File: config.mk
export PLATFORM = sky130hd
export DESIGN_NAME = spart_tx
export DESIGN_NICKNAME = d
export VERILOG_FILES = /design/src/rtl/spart_tx.sv
export SDC_FILE = /design/constraint.sdc
export NUM_CORES = 1
export LEC_CHECK = 0
export ABC_AREA = 1
export CORE_MARGIN = 2
export CORE_UTILIZATION = 45
export CTS_BUF_LIST = sky130_fd_sc_hd__clkbuf_16
export CTS_CLUSTER_DIAMETER = 150
export DETAILED_ROUTE_END_ITERATION = 7
export PLACE_DENSITY_LB_ADDON = 0.3
export RECOVER_POWER = 25
export SLEW_MARGIN = 10
export SYNTH_ARGS = -nofsm -noshare
export SYNTH_HDL_FRONTEND = slang
export SYNTH_SLANG_ARGS = --single-unit
File: constraint.sdc
create_clock -name clk -period 3.8 [get_ports clk]
set_input_delay 0.57 -clock clk [delete_from_list [all_inputs] [get_ports clk]]
set_output_delay 0.57 -clock clk [all_outputs]
set_load 0.005 [all_outputs]
File: src/rtl/spart_tx.sv
// spart_tx: double-buffered UART transmitter, 8N1 at 4800..38400 baud from CLK_HZ.
// Optional macro SPART_TX_PARITY_EN inserts an even-parity bit between data and stop.
`timescale 1ns/1ps
`default_nettype none

module spart_tx #(
  parameter int CLK_HZ = 50000000
) (
  input  logic       clk,
  input  logic       rst,
  input  logic [1:0] br_cfg,
  input  logic [7:0] tx_data,
  input  logic       tx_start,
  output logic       tbr,
  output logic       busy,
  output logic       txd
);

  localparam logic [31:0] c_DIV_4800  = 32'(CLK_HZ / 4800);
  localparam logic [31:0] c_DIV_9600  = 32'(CLK_HZ / 9600);
  localparam logic [31:0] c_DIV_19200 = 32'(CLK_HZ / 19200);
  localparam logic [31:0] c_DIV_38400 = 32'(CLK_HZ / 38400);

`ifdef SPART_TX_PARITY_EN
  typedef enum logic [2:0] {
    IDLE   = 3'd0,
    START  = 3'd1,
    DATA   = 3'd2,
    STOP   = 3'd3,
    PARITY = 3'd4
  } state_t;
`else
  typedef enum logic [2:0] {
    IDLE   = 3'd0,
    START  = 3'd1,
    DATA   = 3'd2,
    STOP   = 3'd3
  } state_t;
`endif

  function automatic logic [31:0] f_div(input logic [1:0] sel);
    logic [31:0] d;
    case (sel)
      2'b00:   d = c_DIV_4800;
      2'b01:   d = c_DIV_9600;
      2'b10:   d = c_DIV_19200;
      default: d = c_DIV_38400;
    endcase
    return d;
  endfunction

  state_t      r_state;
  logic [7:0]  r_hold;
  logic        r_tbr;
  logic [7:0]  r_shift;
  logic [2:0]  r_bit_cnt;
  logic [31:0] r_baud_cnt;
  logic [31:0] r_div;
  logic        r_busy;
  logic        r_txd;
`ifdef SPART_TX_PARITY_EN
  logic        r_parity;
`endif

  logic w_accept;
  logic w_bit_end;
  logic w_load;

  assign w_accept  = tx_start & r_tbr;
  assign w_bit_end = (r_baud_cnt == (r_div - 32'd1));
  // Holding register drains into the shifter from IDLE, or seamlessly at the end of STOP.
  assign w_load    = !r_tbr && ((r_state == IDLE) || ((r_state == STOP) && w_bit_end));

  always_ff @(posedge clk or negedge rst) begin
    if (!rst) begin
      r_state    <= IDLE;
      r_hold     <= 8'h00;
      r_tbr      <= 1'b1;
      r_shift    <= 8'h00;
      r_bit_cnt  <= 3'd0;
      r_baud_cnt <= 32'd0;
      r_div      <= 32'd0;
      r_busy     <= 1'b0;
      r_txd      <= 1'b1;
`ifdef SPART_TX_PARITY_EN
      r_parity   <= 1'b0;
`endif
    end else begin
      if (w_accept) begin
        r_hold <= tx_data;
        r_tbr  <= 1'b0;
      end

      if (r_state != IDLE) begin
        r_baud_cnt <= w_bit_end ? 32'd0 : r_baud_cnt + 32'd1;
      end

      case (r_state)
        IDLE: ;
        START: begin
          if (w_bit_end) begin
            r_state   <= DATA;
            r_bit_cnt <= 3'd0;
            r_txd     <= r_shift[0];
            r_shift   <= {1'b0, r_shift[7:1]};
          end
        end
        DATA: begin
          if (w_bit_end) begin
            if (r_bit_cnt == 3'd7) begin
`ifdef SPART_TX_PARITY_EN
              r_state <= PARITY;
              r_txd   <= r_parity;
`else
              r_state <= STOP;
              r_txd   <= 1'b1;
`endif
            end else begin
              r_bit_cnt <= r_bit_cnt + 3'd1;
              r_txd     <= r_shift[0];
              r_shift   <= {1'b0, r_shift[7:1]};
            end
          end
        end
`ifdef SPART_TX_PARITY_EN
        PARITY: begin
          if (w_bit_end) begin
            r_state <= STOP;
            r_txd   <= 1'b1;
          end
        end
`endif
        STOP: begin
          if (w_bit_end) begin
            r_state <= IDLE;
            r_busy  <= 1'b0;
          end
        end
        default: begin
          r_state <= IDLE;
          r_busy  <= 1'b0;
          r_txd   <= 1'b1;
        end
      endcase

      // Placed after the case so a back-to-back load overrides the STOP->IDLE exit.
      if (w_load) begin
        r_state    <= START;
        r_shift    <= r_hold;
        r_tbr      <= 1'b1;
        r_txd      <= 1'b0;
        r_div      <= f_div(br_cfg);
        r_baud_cnt <= 32'd0;
        r_busy     <= 1'b1;
`ifdef SPART_TX_PARITY_EN
        r_parity   <= ^r_hold;
`endif
      end
    end
  end

  assign tbr  = r_tbr;
  assign busy = r_busy;
  assign txd  = r_txd;

endmodule

`default_nettype wire

* Word level (Yosys, flattened, before mapping)
Index checks and enable logic that the tools add are counted.
Storage, ports and cells: bits in registers 89, latch bits 0, RAM bits 0, ROM bits 0, bits of input ports 13, output and inout bits 3, memories 0
Operators by class: $add $sub $neg 3, multiply operators 0, divide/modulo/power cells 0, order comparisons 0, equality and inequality tests 18, shifts and indexed selects 0, mux-type cells 28, bitwise gates (word level) 1, reductions and logical operators 18
Operators by type and width (number):
- $mux 32 | 3
- $pmux 14 s3 | 1
- $add 32x1->32 const B | 1
- $eq 32x32->1 | 1
- $mux 8 | 4
- $sub 32x1->32 const B | 1
- $mux 3 | 7
- $pmux 8 s2 | 1
- $ne 3x3->1 const B | 5
- $pmux 3 s4 | 1
- $mux 1 | 8
- $ne 2x2->1 const B | 4
- $reduce_and 4->1 | 2
- $eq 3x2->1 const B | 2
- $pmux 3 s2 | 1
- $reduce_bool 2->1 | 3
- $reduce_bool 3->1 | 2
- $reduce_and 5->1 | 1
- $ne 2x1->1 const B | 2
- $add 3x1->3 const B | 1
- $eq 3x1->1 const B | 1
- $eq 3x3->1 const B | 1
- $logic_not 3->1 | 1
- $pmux 1 s3 | 1
- 12 further kinds | 13

* Logic depth before layout (Yosys ltp)
Gate-level depths: netlist of the first run.
depth in word-level cells 7, depth in mapped cells 25, gate-level depth less buffers 25

* Worst setup path before layout of the first run
No wires, ideal clock.
kind reg-to-reg, start point reg r_div[8], end point reg r_baud_cnt[23], arrival time 2.759 ns, required time 3.680 ns, setup slack 0.921 ns, stages on the path, launching flop included 23, buffers on the path 1, cell sequence dfrtp_1 > inv_1 > ha_1 > nand2_2 > nor2_4 > nand2_2 > inv_1 > ha_1 > nand2_1 > nand2_1 > nor2_1 > nand2_1 > nor2_1 > nand2_1 > nor2_1 > nand2_1 > nor2_1 > nand4_1 > nand2_1 > nand2_2 > a21oi_4 > buf_6 > nor2_2
On the way: cells in the longest elaborated chain, start to end 6, elaborated cells between the ends (all ways) 9
RTL lines:
- start, declared | RTL line 58 | logic [31:0] r_div;
- start signal, assigned | RTL line 152 | r_div <= f_div(br_cfg);
- $sub 32x1->32 * | RTL line 70 | assign w_bit_end = (r_baud_cnt == (r_div - 32'd1));
- $eq 32x32->1 * | RTL line 70
- $logic_and 1x1->1 | RTL line 72 | assign w_load = !r_tbr && ((r_state == IDLE) || ((r_state == STOP) && w_bit_end));
- $logic_or 1x1->1 | RTL line 72
- $logic_and 1x1->1 | RTL line 72
- $mux 32 / $reduce_bool 2->1 (equally long branches)
- end signal, assigned | RTL line 95 | r_baud_cnt <= w_bit_end ? 32'd0 : r_baud_cnt + 32'd1;
- end, declared | RTL line 57 | logic [31:0] r_baud_cnt;
Mark *: on every way between the ends. The rest lies on a longest branch, timed or not. The select of a mux whose other input is x is not followed. A chain may end at the register's enable or synchronous reset.

* Worst setup path after layout of the first run
start point reg r_div[8], end point reg r_baud_cnt[30]
Same word-level chain as after synthesis.

==> run metrics, run 1 <==
violations in the final reports=capacitance limit, slew limit; Setup TNS Final=0 ns; synth cell count leaders=nand2_1, nor2_1, inv_1, dfrtp_1, nand3_1; worst hold path stage count=2; total vias in the final route=4090; launching element type of the critical path=register; via density per instance=5.16; RSZ-0062 raised after global routing=no; combinational power share=0.447; clock insertion delay at the later pin of the skew report=0.35 ns; Yosys Warn Count=0; skew final=0.00979 ns; data required time of the critical path=4.02 ns; top fanout value on the critical path=26; Synth cell types=35; placement row count=36; First-pass DRT Iterations=5; cts-stage hold buffer count=0; final worst-path setup slack=0.379 ns; Layout Nets=683; standby leakage power=0.00243 uW; count of max-cap constraint violations=1; most frequent cell after synthesis=nand2_1; part of the power in the clock network=0.247; Routed Antenna Nets=0; kind of critical path=register to register; number of antenna violations at the first check in global routing=0; run status=finished with violations; cell area after synthesis=4520 um^2; Pwr per Cell Area=677 nW/um^2; clock tree from TritonCTS=done; HP Start=txd$_DFFE_PN1P_; critical path startpoint=r_div[8]$_DFFE_PN0P_; cells after synthesis=638; dominant synthesized flop cell=dfrtp_1; Hold Crit Class=register to register; chip height=104 um; Initial DRC Count=331; growth of design area from synthesis to finish=12.5%; count of flip-flops with a built-in enable after synthesis=0; top post-synthesis cells by area=dfrtp_1, nand2_1, nor2_1, inv_1, xor2_1; Overall Global Routing Usage=0.218; largest net degree at the start of global routing=38; fraction of the cycle the final worst path needs=0.900; effective utilization at floorplan=0.462; total clock buffers created by CTS=9; Net Count, Synth=666; final critical-path required period=3.42 ns; post-cts gate resize count=0; measured slew at the worst slew-check pin=2.02 ns; fraction of layout instances using a drive strength above 1=0.0924; cell chain of the critical path=inv_1, ha_1, nand2_2, nor2_4, nand2_2, inv_1, ha_1, nand2_1, nand2_1, nor2_1, nand2_1, nor2_1, nand2_1, nor2_1, nand2_1, nor2_1, nand4_1, nand2_1, nand2_2, a21oi_4, buf_6, nor2_1; Worst slew margin=-0.346; Setup violations, final=0; die area=10900 um^2; data arrival time of the critical path=3.64 ns; sequential share of power=0.306; number of max-slew violations in the final report=38; number of global-route vias before repair=3989; library cell with the largest summed area after synthesis=dfrtp_1; global-route wire length before repair=18.8 mm; clock-pin slew on the worst setup and hold paths=0.06 ns; # IOs=16; wire length after detailed routing=11.1 mm; fraction of power spent switching nets=0.441; number of buffers inserted by port buffering=15; placement-stage worst setup slack=0.344 ns; Sinks on Clock Net=65; sequential fraction of the synthesis area=0.361; net load switching power=1520 uW; DPL Wire Length=8.35 mm; maximum level of the CTS H-tree=3; Post-route DRC=0; Synth top area share=0.349; routability congestion estimate from global placement=0.920; Setup crit end kind=register; Max rail drop VDD=0.427 mV; Sequential Area=1630 um^2; Fmax achieved=292 MHz; total congestion overflow=0; depth of the most critical reg-to-reg path=22; root buf cell=clkbuf_16; most common cell type on the critical path=nand2_1; source of the worst register-to-register timing path=r_div[8]$_DFFE_PN0P_; final worst hold slack=0.470 ns; Die Span X=104 um; Seq cells post-synth=65; library cell contributing the largest single delay on the critical path=dfrtp_1; core region area=9770 um^2; FILL cells=949; cell-internal power=1920 uW; count of endpoints failing hold in the final timing report=0; area of the multi-input gates=2490 um^2; number of setup buffers added after CTS=0; share of flip-flops with an asynchronous set or reset=1.00; mean cell area of the mapped netlist=7.08 um^2; slowest stage delay, CP=0.43 ns; number of antenna repair diodes=0; Max Buffers Root-to-Sink=2; routed len/inst=14.0 um
## critical path: cells and delay by family (launching register included)
kind                       cells  cell delay (ns)
buffers and inverters          3             0.50
adders and majority gates      2             0.50
DFF                            1             0.43
AOI/OAI and AO/OA              1             0.16
and+or+nand+nor               16             1.68
## stage by stage
step | utilization | cells | instance area [um^2] | power [uW]
2_1_floorplan | - | 638 | 4520 | 2230
3_3_place_gp | 0.488 | 777 | 4770 | 2550
3_5_place_dp | 0.488 | 777 | 4770 | 2580
4_1_cts | 0.519 | 793 | 5070 | 3440
5_1_grt | 0.520 | 793 | 5080 | 3730
6_report | 0.520 | 793 | 5080 | 3440
## power groups by stage
stage          clock network [uW]  logic [uW]  registers, uW
2_1_floorplan                   0        1220           1010
3_3_place_gp                    0        1490           1060
3_5_place_dp                    0        1520           1060
4_1_cts                       861        1530           1050
5_1_grt                       896        1750           1080
6_report                      849        1540           1050
## final cells by class
type,instances,area share
multi-input combinational,479,0.489
sequential,65,0.321
inverter,78,0.0584
clock buffer,9,0.0443
timing repair buffer,22,0.0394
tap,133,0.0328
clock inverter,7,0.0153
## routing by layer
layer / vias up / wire [um] / GRT usage
met1: 1893 / 5120 / 0.276
met4: 0 / 204 / 0.0705
met2: 116 / 5140 / 0.359
met3: 18 / 655 / 0.0633
met5: - / 0 / 0
li1: 2063 / - / -
## worst paths after layout
path | endpoint | slack [ns]
hold / removal | txd$_DFFE_PN1P_ | 0.47
max in group asynchronous | txd$_DFFE_PN1P_ | 1.66
min in group asynchronous | r_div[8]$_DFFE_PN0P_ | 0.79
setup reg to reg | r_baud_cnt[30]$_DFFE_PN0P_ | 0.38
setup / recovery | r_baud_cnt[30]$_DFFE_PN0P_ | 0.38
hold reg to reg | txd$_DFFE_PN1P_ | 0.47
## cell usage in the layout, fill, tap and decap left out, drive strengths merged, types with 13 or more instances in the layout
| master | Yosys | layout |
|---|---|---|
| inv | 77 | 78 |
| clkdlybuf4s50 | 0 | 14 |
| nor3 | 20 | 20 |
| nand3 | 57 | 57 |
| ha | 15 | 15 |
| nand2 | 190 | 190 |
| nand4 | 13 | 13 |
| nor2 | 95 | 95 |
| xor2 | 32 | 32 |
| o21ai | 22 | 22 |
| dfrtp | 63 | 63 |
## flip-flops by register name, indices dropped and copies added (netlist names)
name / cells
r_hold: 8
r_shift: 8
r_state: 2
r_baud_cnt: 32
txd: 1
r_bit_cnt: 3
r_div: 9
tbr: 1
busy: 1
## cell families after synthesis
group,after synthesis,share of synthesized area
compound gates,37,0.0485
xor+xnor,34,0.0659
fa+ha+maj,15,0.0415
buf+inv,94,0.0892
flops,65,0.361
mux,8,0.0199
simple gates,385,0.374
Power figures use the tool's default switching activity.
==> run 2, diff against run 1 <==
Settings changed: CORE_MARGIN 2 to default.
Clock period 3.8 ns to 3.1 ns, I/O delays scaled along.
==> run 2 against run 1 <==
Against the previous run: the flow still finishes with violations (capacitance limit, slew limit); die area down 3.8%; clock power up 9.1%; first-iteration DRC count up 11%; via count up 6.0%; sequential share of layout area down 2.2 points; critical path depth down 6; clock skew down 0.0023 ns; largest cell class unchanged.
==> run metrics, run 2 (synthesis gave the netlist of run 1 again) <==
cell-internal power=2660 uW; placement-stage worst setup slack=0.0698 ns; top fanout value on the critical path=8; Worst slew margin=-0.192; Die Span X=102 um; Initial DRC Count=367; final worst-path setup slack=0.169 ns; kind of critical path=register to register; number of buffers inserted by port buffering=15; data required time of the critical path=3.32 ns; cts-stage hold buffer count=0; count of endpoints failing hold in the final timing report=0; violations in the final reports=capacitance limit, slew limit; most frequent cells in the layout=nand2_1, inv_1, nor2_1, dfrtp_1, nand3_1; register ranked first by flip-flop count=r_baud_cnt; Overall Global Routing Usage=0.245; RSZ-0062 raised after global routing=yes; count of max-cap constraint violations=1; Max rail drop VDD=0.430 mV; DPL Wire Length=8.82 mm; crit path capture=r_baud_cnt[6]$_DFFE_PN0P_; First-pass DRT Iterations=5; run status=finished with violations; total clock buffers created by CTS=9; FILL cells=887; Setup crit end kind=register; measured slew at the worst slew-check pin=1.79 ns; number of global-route vias before repair=4004; net load switching power=2090 uW; fraction of power spent switching nets=0.440; largest net degree at the start of global routing=32; routability congestion estimate from global placement=1.01; final critical-path required period=2.93 ns; Layout Nets=716; fraction of the cycle the final worst path needs=0.945; number of placed cells counting well taps=796; total vias in the final route=4337; placement row count=36; skew final=0.00744 ns; final worst hold slack=0.469 ns; routed len/inst=15.0 um; Sinks on Clock Net=65; endpoint of the worst register-to-register path=r_baud_cnt[6]$_DFFE_PN0P_; number of max-slew violations in the final report=32; via density per instance=5.25; registers with the most flip-flops=r_baud_cnt x32, r_div x9; combinational power share=0.538; sequential share of power=0.267; die area=10400 um^2; clock tree from TritonCTS=done; clock-pin slew on the worst setup and hold paths=0.06 ns; Setup TNS Final=0 ns; Routed Antenna Nets=0; most frequent standard cell in the layout excluding fill and tap cells=nand2_1; Pwr per Cell Area=872 nW/um^2; Max Buffers Root-to-Sink=2; part of the power in the clock network=0.195; clock insertion delay at the later pin of the skew report=0.34 ns; effective utilization at floorplan=0.462; depth of the most critical reg-to-reg path=16; Fmax achieved=341 MHz; standby leakage power=0.00259 uW; number of antenna violations at the first check in global routing=0; Reg2Reg Setup Slack=0.17 ns; fraction of layout instances using a drive strength above 1=0.156; launching element type of the critical path=register; number of antenna repair diodes=0; wire length after detailed routing=12.4 mm; Post-route DRC=0; maximum level of the CTS H-tree=3; source of the worst register-to-register timing path=r_div[4]$_DFFE_PN0P_; total congestion overflow=0; core region area=9770 um^2; growth of design area from synthesis to finish=20.7%; Setup violations, final=0; Hold Crit Class=register to register; critical path startpoint=r_div[4]$_DFFE_PN0P_; max reg flops=32; chip height=102 um; # IOs=16; number of standard cells in the layout, taps in and fillers out=826; root buf cell=clkbuf_16; data arrival time of the critical path=3.15 ns; global-route wire length before repair=19.5 mm; core occupancy in the finished layout=0.558
[run 2: worst max-delay path, cell delays in order, from the launching register on]
cell	delay (ns)
dfrtp_1	0.42
buf_4	0.17
nor2_1	0.21
nand2_1	0.16
nor2_4	0.24
inv_2	0.11
buf_4	0.18
nand2_1	0.07
nand4_1	0.10
nor3_1	0.22
nand2_1	0.10
nor2_1	0.19
nand2_2	0.13
a21oi_4	0.16
buf_12	0.15
clkbuf_16	0.17
nor2_1	0.04
[run 2: per-stage QoR]
step	cell area [um^2]	power (uW)
finish	5450	4760
detailed placement	4930	3390
floorplan	4520	2730
global placement	4930	3330
CTS	5200	4330
global route	5450	5070
[run 2: area by class of cell]
cell class / instances / area (um^2) / area share
Clock buffer: 9 / 225 / 0.0413
Clock inverter: 7 / 47.5 / 0.00872
Inverter: 78 / 297 / 0.0544
Multi-Input combinational cell: 479 / 2570 / 0.471
Sequential cell: 65 / 1630 / 0.299
Tap cell: 133 / 166 / 0.0305
Timing Repair Buffer: 55 / 517 / 0.0948
[run 2: metal layers]
| metal | vias up | share of wire | global-route usage |
|---|---|---|---|
| li1 | 2120 | - | - |
| met1 | 2023 | 0.43 | 0.323 |
| met2 | 164 | 0.48 | 0.406 |
| met3 | 30 | 0.062 | 0.0376 |
| met4 | 0 | 0.030 | 0.0945 |
| met5 | - | 0 | 0 |
[run 2: power groups by stage]
stage               clock network, uW  logic [uW]  registers [uW]
finish                            926        2560            1270
global route                      976        2800            1300
CTS                               940        2150            1250
detailed placement                  0        2130            1250
global placement                    0        2080            1250
floorplan                           0        1500            1240
[run 2: repair_timing]
action | 4_1_cts | 5_1_grt
setup endpoints to repair | 0 | 51
resized for setup | 0 | 23
buffers inserted | 0 | 11
[run 2: worst min-delay path by stage]
stage	startpoint	to	slack [ns]	depth (start not counted)
2_1_floorplan	rst	busy$_DFFE_PN0P_	0.17	0
3_3_place_gp	txd$_DFFE_PN1P_	txd$_DFFE_PN1P_	0.46	2
3_5_place_dp	txd$_DFFE_PN1P_	txd$_DFFE_PN1P_	0.46	2
4_1_cts	rst	r_div[9]$_DFFE_PN0P_	0.22	1
5_1_grt	txd$_DFFE_PN1P_	txd$_DFFE_PN1P_	0.50	2
6_report	txd$_DFFE_PN1P_	txd$_DFFE_PN1P_	0.47	2
==> run 3, diff against run 2 <==
--- a/config.mk
+++ b/config.mk
@@ -18 +18,2 @@
 export SYNTH_SLANG_ARGS = --single-unit
+export TNS_END_PERCENT = 20
==> constraint.sdc (replaced) <==
create_clock -name clk -period 3.1 [get_ports clk]
set_input_delay 0.31 -clock clk [delete_from_list [all_inputs] [get_ports clk]]
set_output_delay 0.31 -clock clk [all_outputs]
set_load 0.005 [all_outputs]
==> run 3 against run 2 <==
Against the previous run: largest power group unchanged; sequential power is essentially flat; the run now ends clean; first-iteration DRC count shrank 30%; highest routed layer unchanged; clock skew grew 0.0034 ns; critical path type unchanged; register-to-register slack is essentially flat; global-route usage shrank 0.17 points; clock power grew 7.3%; critical endpoint is now r_baud_cnt[2]$_DFFE_PN0P_; final cell count shrank 0.48%; combinational power shrank 4%.
==> run metrics, run 3 (synthesis gave the netlist of run 1 again) <==
count of max-cap constraint violations=0; library cell contributing the largest single delay on the critical path=dfrtp_1; core occupancy in the finished layout=0.554; Overall Global Routing Usage=0.243; max reg flops=32; global-route layer with the greatest usage=met2; standby leakage power=0.00259 uW; Worst slew margin=0.210; run status=completed; global-route wire length before repair=19.5 mm; clock-pin slew on the worst setup and hold paths=0.06 ns; Die Span X=102 um; placement-stage worst setup slack=-0.0239 ns; Max rail drop VDD=0.484 mV; met1 usage=0.313; global-route met2 utilization=0.404; final worst-path setup slack=0.161 ns; number of antenna repair diodes=0; total clock buffers created by CTS=9; clock tree from TritonCTS=done; maximum level of the CTS H-tree=3; First-pass DRT Iterations=5; skew final=0.0108 ns; most frequent cells in the layout=nand2_1, inv_1, nor2_1, dfrtp_1, nand3_1; DPL Wire Length=8.64 mm; root buf cell=clkbuf_16; kind of critical path=register to register; # IOs=16; fraction of layout instances using a drive strength above 1=0.144; Fmax achieved=340 MHz; Max Buffers Root-to-Sink=2; growth of design area from synthesis to finish=19.9%; met3 global-route usage=0.0595; Hold Crit Class=register to register; largest net degree at the start of global routing=50; core region area=9770 um^2; FILL cells=913; number of max-slew violations in the final report=0; die area=10400 um^2; top fanout value on the critical path=6; most common cell type on the critical path=nand2_2; via density per instance=5.20; Sinks on Clock Net=65; total vias in the final route=4274; count of endpoints failing hold in the final timing report=0; Setup violations, final=0; number of antenna violations at the first check in global routing=0; registers with the most flip-flops=r_baud_cnt x32, r_div x9; fraction of the cycle the final worst path needs=0.948; final critical-path required period=2.94 ns; effective utilization at floorplan=0.462; cell chain of the critical path=inv_2, ha_4, nand2_4, nor2_4, nand2_2, inv_2, ha_4, nand2_2, nand2_2, nor2_2, nand2_1, nor2_1, nand2_1, nor2_1, nand2_1, nor2_2, nand4_1, nand2_2, nand2_4, buf_6, a21oi_4, buf_12, buf_6, nor2_1; Post-route DRC=0; wire length after detailed routing=11.9 mm; Layout Nets=712; number of global-route vias before repair=4110; number of buffers inserted by port buffering=15; most frequent standard cell in the layout excluding fill and tap cells=nand2_1; data required time of the critical path=3.33 ns; total congestion overflow=0; chip height=102 um; Initial DRC Count=257; register ranked first by flip-flop count=r_baud_cnt; Pwr per Cell Area=874 nW/um^2; slowest stage delay, CP=0.40 ns; Setup crit end kind=register; placement row count=36; routability congestion estimate from global placement=0.964; launching element type of the critical path=register; measured slew at the worst slew-check pin=1.19 ns; Routed Antenna Nets=0; routed len/inst=14.5 um; clock insertion delay at the later pin of the skew report=0.34 ns; data arrival time of the critical path=3.17 ns
-- run 3: per-stage QoR --
step	TNS (ns)	instance area [um^2]	hold WS, ns	cells	total power (uW)
final	0	5420	0.462	822	4730
after global routing	-0.618	5420	0.482	822	5100
after CTS	0	5210	0.452	810	4370
after detailed placement	-0.373	4900	0.260	793	3350
after global placement	0	4900	0.259	793	3310
after floorplan	0	4520	0.0144	638	2730
-- run 3: what timing repair did --
action	CTS	global route
endpoints found under the setup margin	27	49
cloned	0	3
gates resized for setup	1	19
pin swaps	0	12
hold buffers	1	0
hold endpoints to repair	16	0
setup buffers	0	9
-- run 3: path summary, 6_finish.rpt --
check	from	end	slack [ns]	cells after the start
setup / recovery	r_div[2]$_DFFE_PN0P_	r_baud_cnt[2]$_DFFE_PN0P_	0.16	24
hold / removal	txd$_DFFE_PN1P_	txd$_DFFE_PN1P_	0.46	2
setup reg to reg	r_div[2]$_DFFE_PN0P_	r_baud_cnt[2]$_DFFE_PN0P_	0.16	24
hold reg to reg	txd$_DFFE_PN1P_	txd$_DFFE_PN1P_	0.46	2
max in group asynchronous	rst	r_baud_cnt[19]$_DFFE_PN0P_	0.76	3
min in group asynchronous	rst	r_div[12]$_DFFE_PN0P_	0.64	2
-- run 3: cell type report --
cell class | count | area [um^2] | area share
inverters | 78 | 293 | 0.0540
multi-input cells | 479 | 2550 | 0.471
clock inverters | 7 | 65.1 | 0.0120
repair buffers | 51 | 485 | 0.0896
well taps | 133 | 166 | 0.0307
clock buffers | 9 | 225 | 0.0416
flip-flops and latches | 65 | 1630 | 0.301
-- run 3: power breakdown --
part	total, uW	internal (uW)	leakage, uW	switching [uW]
registers	1270	1070	0.000838	194
clock network	994	614	0.000140	379
logic	2470	1020	0.00161	1450
-- run 3: per-layer routing --
layer  up-vias  part of all wire
li1       2118                 -
met1      2005              0.43
met2       133              0.48
met3        18             0.063
met4         0             0.024
met5         -                 0
-- run 3: critical path: cells and delay by family (launching register included) --
kind | cells | cell delay (ns)
simple gates | 16 | 1.31
fa+ha+maj | 2 | 0.35
buf+inv | 5 | 0.60
compound gates | 1 | 0.16
flops | 1 | 0.40
